--- src/rtl/hier_bus_reader_if.sv ---
// Signal bundle for hier_bus_reader: the snapshot input buses, the chunk stream and the status outputs.
// master is the driving and consuming side; slave is the reader itself.
interface hier_bus_reader_if #(
  parameter int D_W     = 900,
  parameter int CHUNK_W = 30,
  parameter int E_W     = 10,
  parameter int F_W     = 5,
  parameter int IDX_W   = 5
);
  logic [D_W-1:0]       d_in;
  logic [E_W-1:0]       e_in;
  logic [F_W-1:0]       f_in;
  logic                 start;
  logic                 busy;
  logic                 out_valid;
  logic                 out_ready;
  logic [CHUNK_W-1:0]   out_data;
  logic [IDX_W-1:0]     out_idx;
  logic                 out_last;
  logic [E_W+F_W-1:0]   snap_ef;
  logic [CHUNK_W-1:0]   checksum;
  logic                 done;

  modport master (
    output d_in, e_in, f_in, start, out_ready,
    input  busy, out_valid, out_data, out_idx, out_last, snap_ef, checksum, done
  );

  modport slave (
    input  d_in, e_in, f_in, start, out_ready,
    output busy, out_valid, out_data, out_idx, out_last, snap_ef, checksum, done
  );
endinterface

--- src/rtl/hier_bus_reader.sv ---
// Snapshot the wide d bus (plus e/f side buses) and stream it out as fixed-width chunks
// with an XOR checksum. Split into capture, chunk-select and control children.
module hier_bus_reader_capture #(
  parameter int D_W = 900,
  parameter int E_W = 10,
  parameter int F_W = 5
) (
  input  logic                 clk,
  input  logic                 reset,
  input  logic                 capture,
  input  logic [D_W-1:0]       d_in,
  input  logic [E_W-1:0]       e_in,
  input  logic [F_W-1:0]       f_in,
  output logic [D_W-1:0]       snap_d,
  output logic [E_W+F_W-1:0]   snap_ef
);
  always_ff @(posedge clk) begin
    // NOTE: sequential state uses <= so every register samples the pre-edge values.
    // NOTE: the snapshot is an ordinary flop bank, not a RAM, so it takes the clear like any register.
    if (reset) begin
      snap_d  <= '0;
      snap_ef <= '0;
    end else if (capture) begin
      snap_d  <= d_in;
      snap_ef <= {e_in, f_in};
    end
  end
endmodule

module hier_bus_reader_chunk_sel #(
  parameter int D_W     = 900,
  parameter int CHUNK_W = 30,
  parameter int IDX_W   = 5
) (
  input  logic                 clk,
  input  logic                 reset,
  input  logic                 capture,
  input  logic                 advance,
  input  logic [IDX_W-1:0]     next_idx,
  input  logic [CHUNK_W-1:0]   d_first,
  input  logic [D_W-1:0]       snap_d,
  output logic [CHUNK_W-1:0]   out_data
);
  localparam int OFF_W = $clog2(D_W);

  logic [OFF_W-1:0]   offset;
  logic [CHUNK_W-1:0] next_chunk;

  assign offset = OFF_W'(next_idx) * OFF_W'(CHUNK_W);

  // Chunk 0 comes straight from d_in because the snapshot is being written on the same edge.
  always_comb begin
    // NOTE: default assignment first, so no path through this block can infer a latch.
    next_chunk = out_data;
    if (capture)      next_chunk = d_first;
    else if (advance) next_chunk = snap_d[offset +: CHUNK_W];
  end

  always_ff @(posedge clk) begin
    if (reset) out_data <= '0;
    else       out_data <= next_chunk;
  end
endmodule

module hier_bus_reader_ctrl #(
  parameter int D_W     = 900,
  parameter int CHUNK_W = 30,
  parameter int IDX_W   = 5
) (
  input  logic                 clk,
  input  logic                 reset,
  input  logic                 start,
  input  logic                 out_ready,
  input  logic [CHUNK_W-1:0]   out_data,
  output logic                 capture,
  output logic                 advance,
  output logic [IDX_W-1:0]     next_idx,
  output logic                 busy,
  output logic                 out_valid,
  output logic [IDX_W-1:0]     out_idx,
  output logic                 out_last,
  output logic [CHUNK_W-1:0]   checksum,
  output logic                 done
);
  typedef enum logic {IDLE, SEND} state_t;

  localparam int               N_CHUNKS = D_W / CHUNK_W;
  localparam logic [IDX_W-1:0] LAST_IDX = IDX_W'(N_CHUNKS - 1);

  state_t             state;
  logic [CHUNK_W-1:0] acc;

  assign capture  = (state == IDLE) && start;
  assign advance  = out_valid && out_ready && !out_last;
  assign next_idx = out_idx + 1'b1;

  always_ff @(posedge clk) begin
    if (reset) begin
      state     <= IDLE;
      busy      <= 1'b0;
      out_valid <= 1'b0;
      out_idx   <= '0;
      out_last  <= 1'b0;
      acc       <= '0;
      checksum  <= '0;
      done      <= 1'b0;
    end else begin
      done <= 1'b0;
      case (state)
        IDLE: begin
          if (start) begin
            state     <= SEND;
            busy      <= 1'b1;
            out_valid <= 1'b1;
            out_idx   <= '0;
            out_last  <= (N_CHUNKS == 1);
            acc       <= '0;
          end
        end
        SEND: begin
          if (out_ready) begin
            acc <= acc ^ out_data;
            if (out_last) begin
              // Final transfer: publish the checksum and drop back so a start in the done cycle is taken.
              state     <= IDLE;
              busy      <= 1'b0;
              out_valid <= 1'b0;
              out_last  <= 1'b0;
              out_idx   <= '0;
              checksum  <= acc ^ out_data;
              done      <= 1'b1;
            end else begin
              out_idx  <= next_idx;
              out_last <= (next_idx == LAST_IDX);
            end
          end
        end
        default: state <= IDLE;
      endcase
    end
  end
endmodule

module hier_bus_reader #(
  parameter int D_W     = 900,
  parameter int CHUNK_W = 30,
  parameter int E_W     = 10,
  parameter int F_W     = 5,
  parameter int IDX_W   = 5
) (
  input  logic           clk,
  input  logic           reset,
  hier_bus_reader_if.slave bus
);
  logic [D_W-1:0]     snap_d;
  logic               capture;
  logic               advance;
  logic [IDX_W-1:0]   next_idx;
  logic [CHUNK_W-1:0] out_data;

  assign bus.out_data = out_data;

  hier_bus_reader_capture #(.D_W(D_W), .E_W(E_W), .F_W(F_W)) u_capture (
    .clk     (clk),
    .reset   (reset),
    .capture (capture),
    .d_in    (bus.d_in),
    .e_in    (bus.e_in),
    .f_in    (bus.f_in),
    .snap_d  (snap_d),
    .snap_ef (bus.snap_ef)
  );

  hier_bus_reader_chunk_sel #(.D_W(D_W), .CHUNK_W(CHUNK_W), .IDX_W(IDX_W)) u_chunk_sel (
    .clk      (clk),
    .reset    (reset),
    .capture  (capture),
    .advance  (advance),
    .next_idx (next_idx),
    .d_first  (bus.d_in[CHUNK_W-1:0]),
    .snap_d   (snap_d),
    .out_data (out_data)
  );

  hier_bus_reader_ctrl #(.D_W(D_W), .CHUNK_W(CHUNK_W), .IDX_W(IDX_W)) u_ctrl (
    .clk       (clk),
    .reset     (reset),
    .start     (bus.start),
    .out_ready (bus.out_ready),
    .out_data  (out_data),
    .capture   (capture),
    .advance   (advance),
    .next_idx  (next_idx),
    .busy      (bus.busy),
    .out_valid (bus.out_valid),
    .out_idx   (bus.out_idx),
    .out_last  (bus.out_last),
    .checksum  (bus.checksum),
    .done      (bus.done)
  );
endmodule

--- src/flat_wrapper.sv ---
// flat-port wrapper written by rule: the top's interface ports become plain ports
module hier_bus_reader_flat 
#(
  parameter int D_W     = 900,
  parameter int CHUNK_W = 30,
  parameter int E_W     = 10,
  parameter int F_W     = 5,
  parameter int IDX_W   = 5
)
  (clk, reset, bus_d_in, bus_e_in, bus_f_in, bus_start, bus_out_ready, bus_busy, bus_out_valid, bus_out_data, bus_out_idx, bus_out_last, bus_snap_ef, bus_checksum, bus_done);
  hier_bus_reader_if #(.D_W(D_W), .CHUNK_W(CHUNK_W), .E_W(E_W), .F_W(F_W), .IDX_W(IDX_W)) bus_i ();
  input  logic clk;
  input  logic reset;
  input wire logic [$bits(bus_i.d_in)-1:0] bus_d_in;
  input wire logic [$bits(bus_i.e_in)-1:0] bus_e_in;
  input wire logic [$bits(bus_i.f_in)-1:0] bus_f_in;
  input wire logic [$bits(bus_i.start)-1:0] bus_start;
  input wire logic [$bits(bus_i.out_ready)-1:0] bus_out_ready;
  output wire logic [$bits(bus_i.busy)-1:0] bus_busy;
  output wire logic [$bits(bus_i.out_valid)-1:0] bus_out_valid;
  output wire logic [$bits(bus_i.out_data)-1:0] bus_out_data;
  output wire logic [$bits(bus_i.out_idx)-1:0] bus_out_idx;
  output wire logic [$bits(bus_i.out_last)-1:0] bus_out_last;
  output wire logic [$bits(bus_i.snap_ef)-1:0] bus_snap_ef;
  output wire logic [$bits(bus_i.checksum)-1:0] bus_checksum;
  output wire logic [$bits(bus_i.done)-1:0] bus_done;
  assign bus_i.d_in = bus_d_in;
  assign bus_i.e_in = bus_e_in;
  assign bus_i.f_in = bus_f_in;
  assign bus_i.start = bus_start;
  assign bus_i.out_ready = bus_out_ready;
  assign bus_busy = bus_i.busy;
  assign bus_out_valid = bus_i.out_valid;
  assign bus_out_data = bus_i.out_data;
  assign bus_out_idx = bus_i.out_idx;
  assign bus_out_last = bus_i.out_last;
  assign bus_snap_ef = bus_i.snap_ef;
  assign bus_checksum = bus_i.checksum;
  assign bus_done = bus_i.done;
  hier_bus_reader #(.D_W(D_W), .CHUNK_W(CHUNK_W), .E_W(E_W), .F_W(F_W), .IDX_W(IDX_W)) u_core (.clk(clk), .reset(reset), .bus(bus_i));
endmodule
--- config.mk ---
export PLATFORM = sky130hd
export DESIGN_NAME = hier_bus_reader_flat
export DESIGN_NICKNAME = d
export VERILOG_FILES = /design/src/rtl/hier_bus_reader_if.sv /design/src/rtl/hier_bus_reader.sv /design/src/flat_wrapper.sv
export SDC_FILE = /design/constraint.sdc
export NUM_CORES = 2
export LEC_CHECK = 0
export CAP_MARGIN = 20
export CORE_AREA = 2 2 390 392
export CTS_BUF_LIST = sky130_fd_sc_hd__clkbuf_8
export DETAILED_ROUTE_END_ITERATION = 8
export DIE_AREA = 0 0 392 394
export PLACE_DENSITY = 0.51
export REMOVE_ABC_BUFFERS = 1
export SETUP_SLACK_MARGIN = 0.15
export SYNTH_ARGS = -nofsm -noshare
export SYNTH_HDL_FRONTEND = slang
export SYNTH_HIERARCHICAL = 1
export SYNTH_SLANG_ARGS = --single-unit
--- constraint.sdc ---
create_clock -name clk -period 6.3 [get_ports clk]
set_clock_uncertainty 0.2 [all_clocks]
set_input_delay 0.63 -clock clk [delete_from_list [all_inputs] [get_ports clk]]
set_output_delay 0.63 -clock clk [all_outputs]
set_load 0.05 [all_outputs]
Word-level counts from Yosys, hierarchy flattened
Index checks and enable logic that the tools add are counted.

cells by class
  bitwise gates (word level) = 3
  shift operators = 1
  eq/ne operators = 4
  reduce and logical (&&, ||, !) cells = 9
  mux-type cells = 22
  add/subtract/negate cells = 1
  multiply operators = 1

operator list
  kind                 number
  $shiftx 900x11->30   1
  $mux 30              4
  $pmux 30 s2          1
  $xor 30x30->30       1
  $mux 5               3
  $mux 1               10
  $pmux 5 s2           1
  $mul 5x4->9 const B  1
  $ne 2x2->1 const B   3
  $pmux 1 s2           3
  $reduce_and 3->1     2
  $add 5x1->5 const B  1
  $eq 5x5->1 const B   1
  $logic_and 1x1->1    3
  $reduce_or 3->1      1
  $not 1->1            2
  $reduce_and 2->1     1
  $reduce_bool 2->1    1
  $logic_not 1->1      1

storage, ports and cells
  logic and storage cells = 51
  output and inout port bits = 84
  flip-flop bits (word level) = 1014
  input bits = 919

Logic depth before layout (Yosys ltp)
  word-level depth = 5
  mapped depth = 10
  gate-level depth less buffers = 7

By module
Netlist, hierarchy kept.

modules (own cells, without submodules)
  module                     area an instance (um^2)  sequential area each (um^2)  instances  cells an instance
  hier_bus_reader_capture    32247.2                  18317.6                      1          2949
  hier_bus_reader_chunk_sel  8264.2                   600.6                        1          722
  hier_bus_reader_ctrl       3170.5                   1381.3                       1          316

Least setup slack after synthesis
OpenSTA, ideal clock, no wires.

  path kind = register -> register
  from = reg u_core.u_ctrl.out_idx[0]
  to = reg u_core.u_chunk_sel.out_data[10]
  data required time = 5.968 ns
  path slack = 3.453 ns
  data arrival time = 2.515 ns
  stages on the path, launching flop included = 9
  library setup time = 0.132 ns
  buffers on the path = 2
  period minus slack after synthesis = 2.847 ns
  cells stage by stage = dfxtp_1 > ha_1 > xor2_1 > buf_2 > clkbuf_1 > mux4_2 > o22a_1 > o211ai_1 > a31oi_1

on the way
  cells in the longest elaborated chain, start to end = 5

ends and longest elaborated chain
  element                   line                    RTL
  start: declaration        hier_bus_reader.sv:80   output logic [IDX_W-1:0] out_idx,
  start signal: assignment  hier_bus_reader.sv:133  out_idx <= next_idx;
  $add 5x1->5               hier_bus_reader.sv:95   assign next_idx = out_idx + 1'b1;
  via u_core.next_idx[2]    hier_bus_reader.sv:158  logic [IDX_W-1:0] next_idx;
  $mul 5x4->9               hier_bus_reader.sv:49   assign offset = OFF_W'(next_idx) * OFF_W'(CHUNK_W);
  $shiftx 900x11->30        hier_bus_reader.sv:56   else if (advance) next_chunk = snap_d[offset +: CHUNK_W];
  $mux 30                   hier_bus_reader.sv:56
  $mux 30                   hier_bus_reader.sv:55   if (capture) next_chunk = d_first;
  end signal: assignment    hier_bus_reader.sv:61   else out_data <= next_chunk;
  end: declaration          hier_bus_reader.sv:42   output logic [CHUNK_W-1:0] out_data

The timed path passes the listed nets, and every way through them passes these cells. The select of a mux whose other input is x is not followed.
A chain may end at the register's enable or synchronous reset.

Worst setup path after layout
  from = reg u_core.u_ctrl.out_idx[0]
  to = reg u_core.u_chunk_sel.out_data[12]

Same word-level chain as after synthesis.

==> results.md <==
- Grt total ovfl: 0
- Initial Util: 0.290
- Delay of the slowest critical-path stage: 0.83 ns
- Crit path capture type: flip-flop
- Lkg Pwr: 0.0229 uW
- VDD IR max: 157 uV
- Port Buffers: 1002
- Hold WS: 0.148 ns
- # clock sinks: 1014
- Max Cap Violations: 0
- Total wire length: 173000 um
- DRC: 0
- Area leader, netlist: dfxtp_1
- Asr flop ratio synth: 0
- RSZ-0062 raised after global routing: false
- Number of global-route vias before repair: 33400
- Setup-failing EPs final: 0
- 1st-pass router iterations: 7
- Final Hold Viols: 0
- Slowest-stage cell, CP: ha_4
- CP arrival: 4.44 ns
- Global-route wire length before repair: 242000 um
- DR vias: 33500
- Largest net degree at the start of global routing: 180
- Drt via density: 4.73
- Yosys reg bits: 1014
- Highest clock rate: 257 MHz
- Die span in x: 392 um
- CTS tree: done
- Worst slew pin tran: 1.12 ns
- Dominant synthesized flop cell: dfxtp_1
- Synth Area in Compound Gates: 0.0559
- Post-CTS Hold Buffers: 1
- Mean post-synth cell area: 11.0 sq um
- I/O Pins: 1003
- Synth Area in XOR/XNOR: 0.00662
- Worst skew pair latency: 0.90 ns
- Pre-CTS setup slack: 2.15 ns
- Num CTS Buffers: 188
- Area Growth Syn to Fin: 34.1%
- Final Max Slew Viols: 0
- Status: finished clean
- Total core area: 151000 sq um
- Tot GR Track Use: 0.216
- Post-Syn Instances: 3987
- CP required: 6.84 ns
- Final worst slack: 2.40 ns
- CTS max path bufs: 3
- Setup CP Type: reg -> reg
- Iteration-0 DRC count of the detailed router: 1944
- Die height: 394 um
- Post-CTS Resized: 0
- CP Cell Sequence: inv_8 -> ha_4 -> buf_12 -> mux4_2 -> a22oi_1 -> a21o_1 -> a31oi_1
- GPL Wtd Cong: 0.792
- Netlist cell types: 47
- Post-synth EDFFs: 0
- Max-slew headroom: 0.255
- Die area: 154000 sq um
- Worst-path fanout max: 73
- Worst Hold Depth: 3
- Clock-pin slew on the worst setup and hold paths: 0.06 ns
- Worst min path class: in -> reg
- H-Tree Depth: 4
- Multiplexer share of the synthesized area: 0.324
- Fin crit period: 3.90 ns
- Antenna Nets Post-Route: 0
- Reg2Reg Depth: 7
- CTS root buf: clkbuf_8
- Crit start category: flip-flop
- Post-CTS Setup Inserts: 0
- Area share of and/or/nand/nor cells after synthesis: 0.102
- Synth area leaders: dfxtp_1 (46%), mux2i_1 (23%), mux4_2 (9.3%)
- Register area share after synthesis: 0.465
- Top-area cell type share of the netlist area: 0.465
- Antenna violations before repair: 82
- Post-DP HPWL: 123000 um
- Final Cycle Share: 0.619
- # rows: 143
- Layout cells sized above 1: 0.0969
- Largest family of logic cells by synthesized area: multiplexers
- Routed WL per cell: 24.4 um
- Adder-cell share of the synthesized area: 0.000573
- Sum of negative setup slack: 0 ns
- Layout Nets: 5814
- PD cells: 265 nW/um^2
- Cell area after synthesis: 43700 sq um
- Ys Warns: 6
==> area by class of cell <==
cell class,count,area [sq um]
flip-flops and latches,1014,20300
multi-input cells,2640,21400
inverters,3,18.8
repair buffers,1046,10600
well taps,2030,2540
fillers,15000,92100
clock buffers,222,3060
diodes,27,67.6
clock inverters,110,618
==> Yosys cell counts (8+ instances only) <==
master / instances
buf_6: 60
nand3b_1: 30
mux4_2: 180
xnor2_1: 32
o211ai_1: 30
a22o_1: 10
and3b_1: 32
mux2i_1: 1005
o21ai_1: 8
dfxtp_1: 1014
clkbuf_1: 136
o21ai_0: 57
o22ai_1: 42
o2bb2ai_1: 30
buf_2: 57
nor3b_1: 30
o22a_1: 30
nand2b_1: 8
a31oi_1: 30
buf_4: 71
a21o_1: 19
a21oi_1: 63
nor2_1: 919
a22oi_1: 38
==> power by group <==
part	internal (uW)	leakage (uW)	switching, uW
logic	1220	0.0123	1010
registers	6790	0.00832	216
clock network	3360	0.00221	2950
total	11400	0.0229	4180
==> metal layers <==
layer	share of wire	vias to the layer above	GRT usage
met5	0.0032	-	0
met3	0.087	320	0.0828
li1	-	16000	-
met4	0.021	88	0.0534
met2	0.50	1047	0.379
met1	0.39	16100	0.243
==> worst max-delay path, delay by kind of cell, from the launching register on <==
kind                     cells  cell delay (ns)
multiplexers                 1             0.40
AO/OA/AOI/OAI                3             0.92
adder cells (fa/ha/maj)      1             0.83
flip-flops                   1             0.53
buffers and inverters        2             0.72
==> cell usage in the layout (no fill, tap or decap), types with 19 or more instances in the layout <==
cell type and count:
a21o_1 19, a21oi_1 63, a22oi_1 38, a31oi_1 30, and3b_1 32, buf_4 27, clkbuf_8 222, clkdlybuf4s50_1 1000
dfxtp_1 1013, diode_2 27, inv_1 93, mux2i_1 1005, mux4_2 180, nand3b_1 30, nor2_1 917, nor3b_1 30
o211ai_1 30, o21ai_0 57, o22a_1 30, o22ai_1 42, o2bb2ai_1 30, xnor2_1 30
==> flip-flops by register name, indices dropped and copies added, names as in the netlist <==
name,flops
u_core/u_ctrl/acc,30
u_core/u_ctrl/out_idx,5
u_core/u_capture/snap_ef,15
u_core/u_ctrl/out_valid,1
u_core/u_chunk_sel/out_data,30
u_core/u_ctrl/checksum,30
u_core/u_capture/snap_d,900
u_core/u_ctrl/state,1
u_core/u_ctrl/out_last,1
u_core/u_ctrl/done,1
==> cell families (layout without fill, tap and decap cells) <==
kind of cell,after synthesis,in the layout
XOR/XNOR,33,33
AO/OA/AOI/OAI,366,366
AND/OR/NAND/NOR,1053,1053
multiplexers,1186,1186
flip-flops,1014,1014
other,0,27
adder cells (fa/ha/maj),2,2
buffers and inverters,333,1381
==> worst paths after layout <==
check	from	end	slack (ns)
setup / recovery	u_core/u_ctrl/out_idx[0]$_SDFFE_PP0P_	u_core/u_chunk_sel/out_data[12]$_SDFFE_PP0P_	2.40
hold / removal	bus_d_in[136]	u_core/u_capture/snap_d[136]$_SDFFE_PP0P_	0.15
setup reg to reg	u_core/u_ctrl/out_idx[0]$_SDFFE_PP0P_	u_core/u_chunk_sel/out_data[12]$_SDFFE_PP0P_	2.40
hold reg to reg	u_core/u_ctrl/checksum[7]$_SDFFE_PP0P_	u_core/u_ctrl/checksum[7]$_SDFFE_PP0P_	0.26
==> metrics by stage <==
stage,total power (uW),util,cells,instance area (sq um)
final,15500,0.389,7092,58600
after global routing,16300,0.389,7076,58600
after CTS,15800,0.388,7065,58500
after detailed placement,9390,0.364,6732,54800
after global placement,9370,0.364,6732,54800
after floorplan,10700,-,3657,41700
No activity file was read; power rests on OpenSTA's default activity.
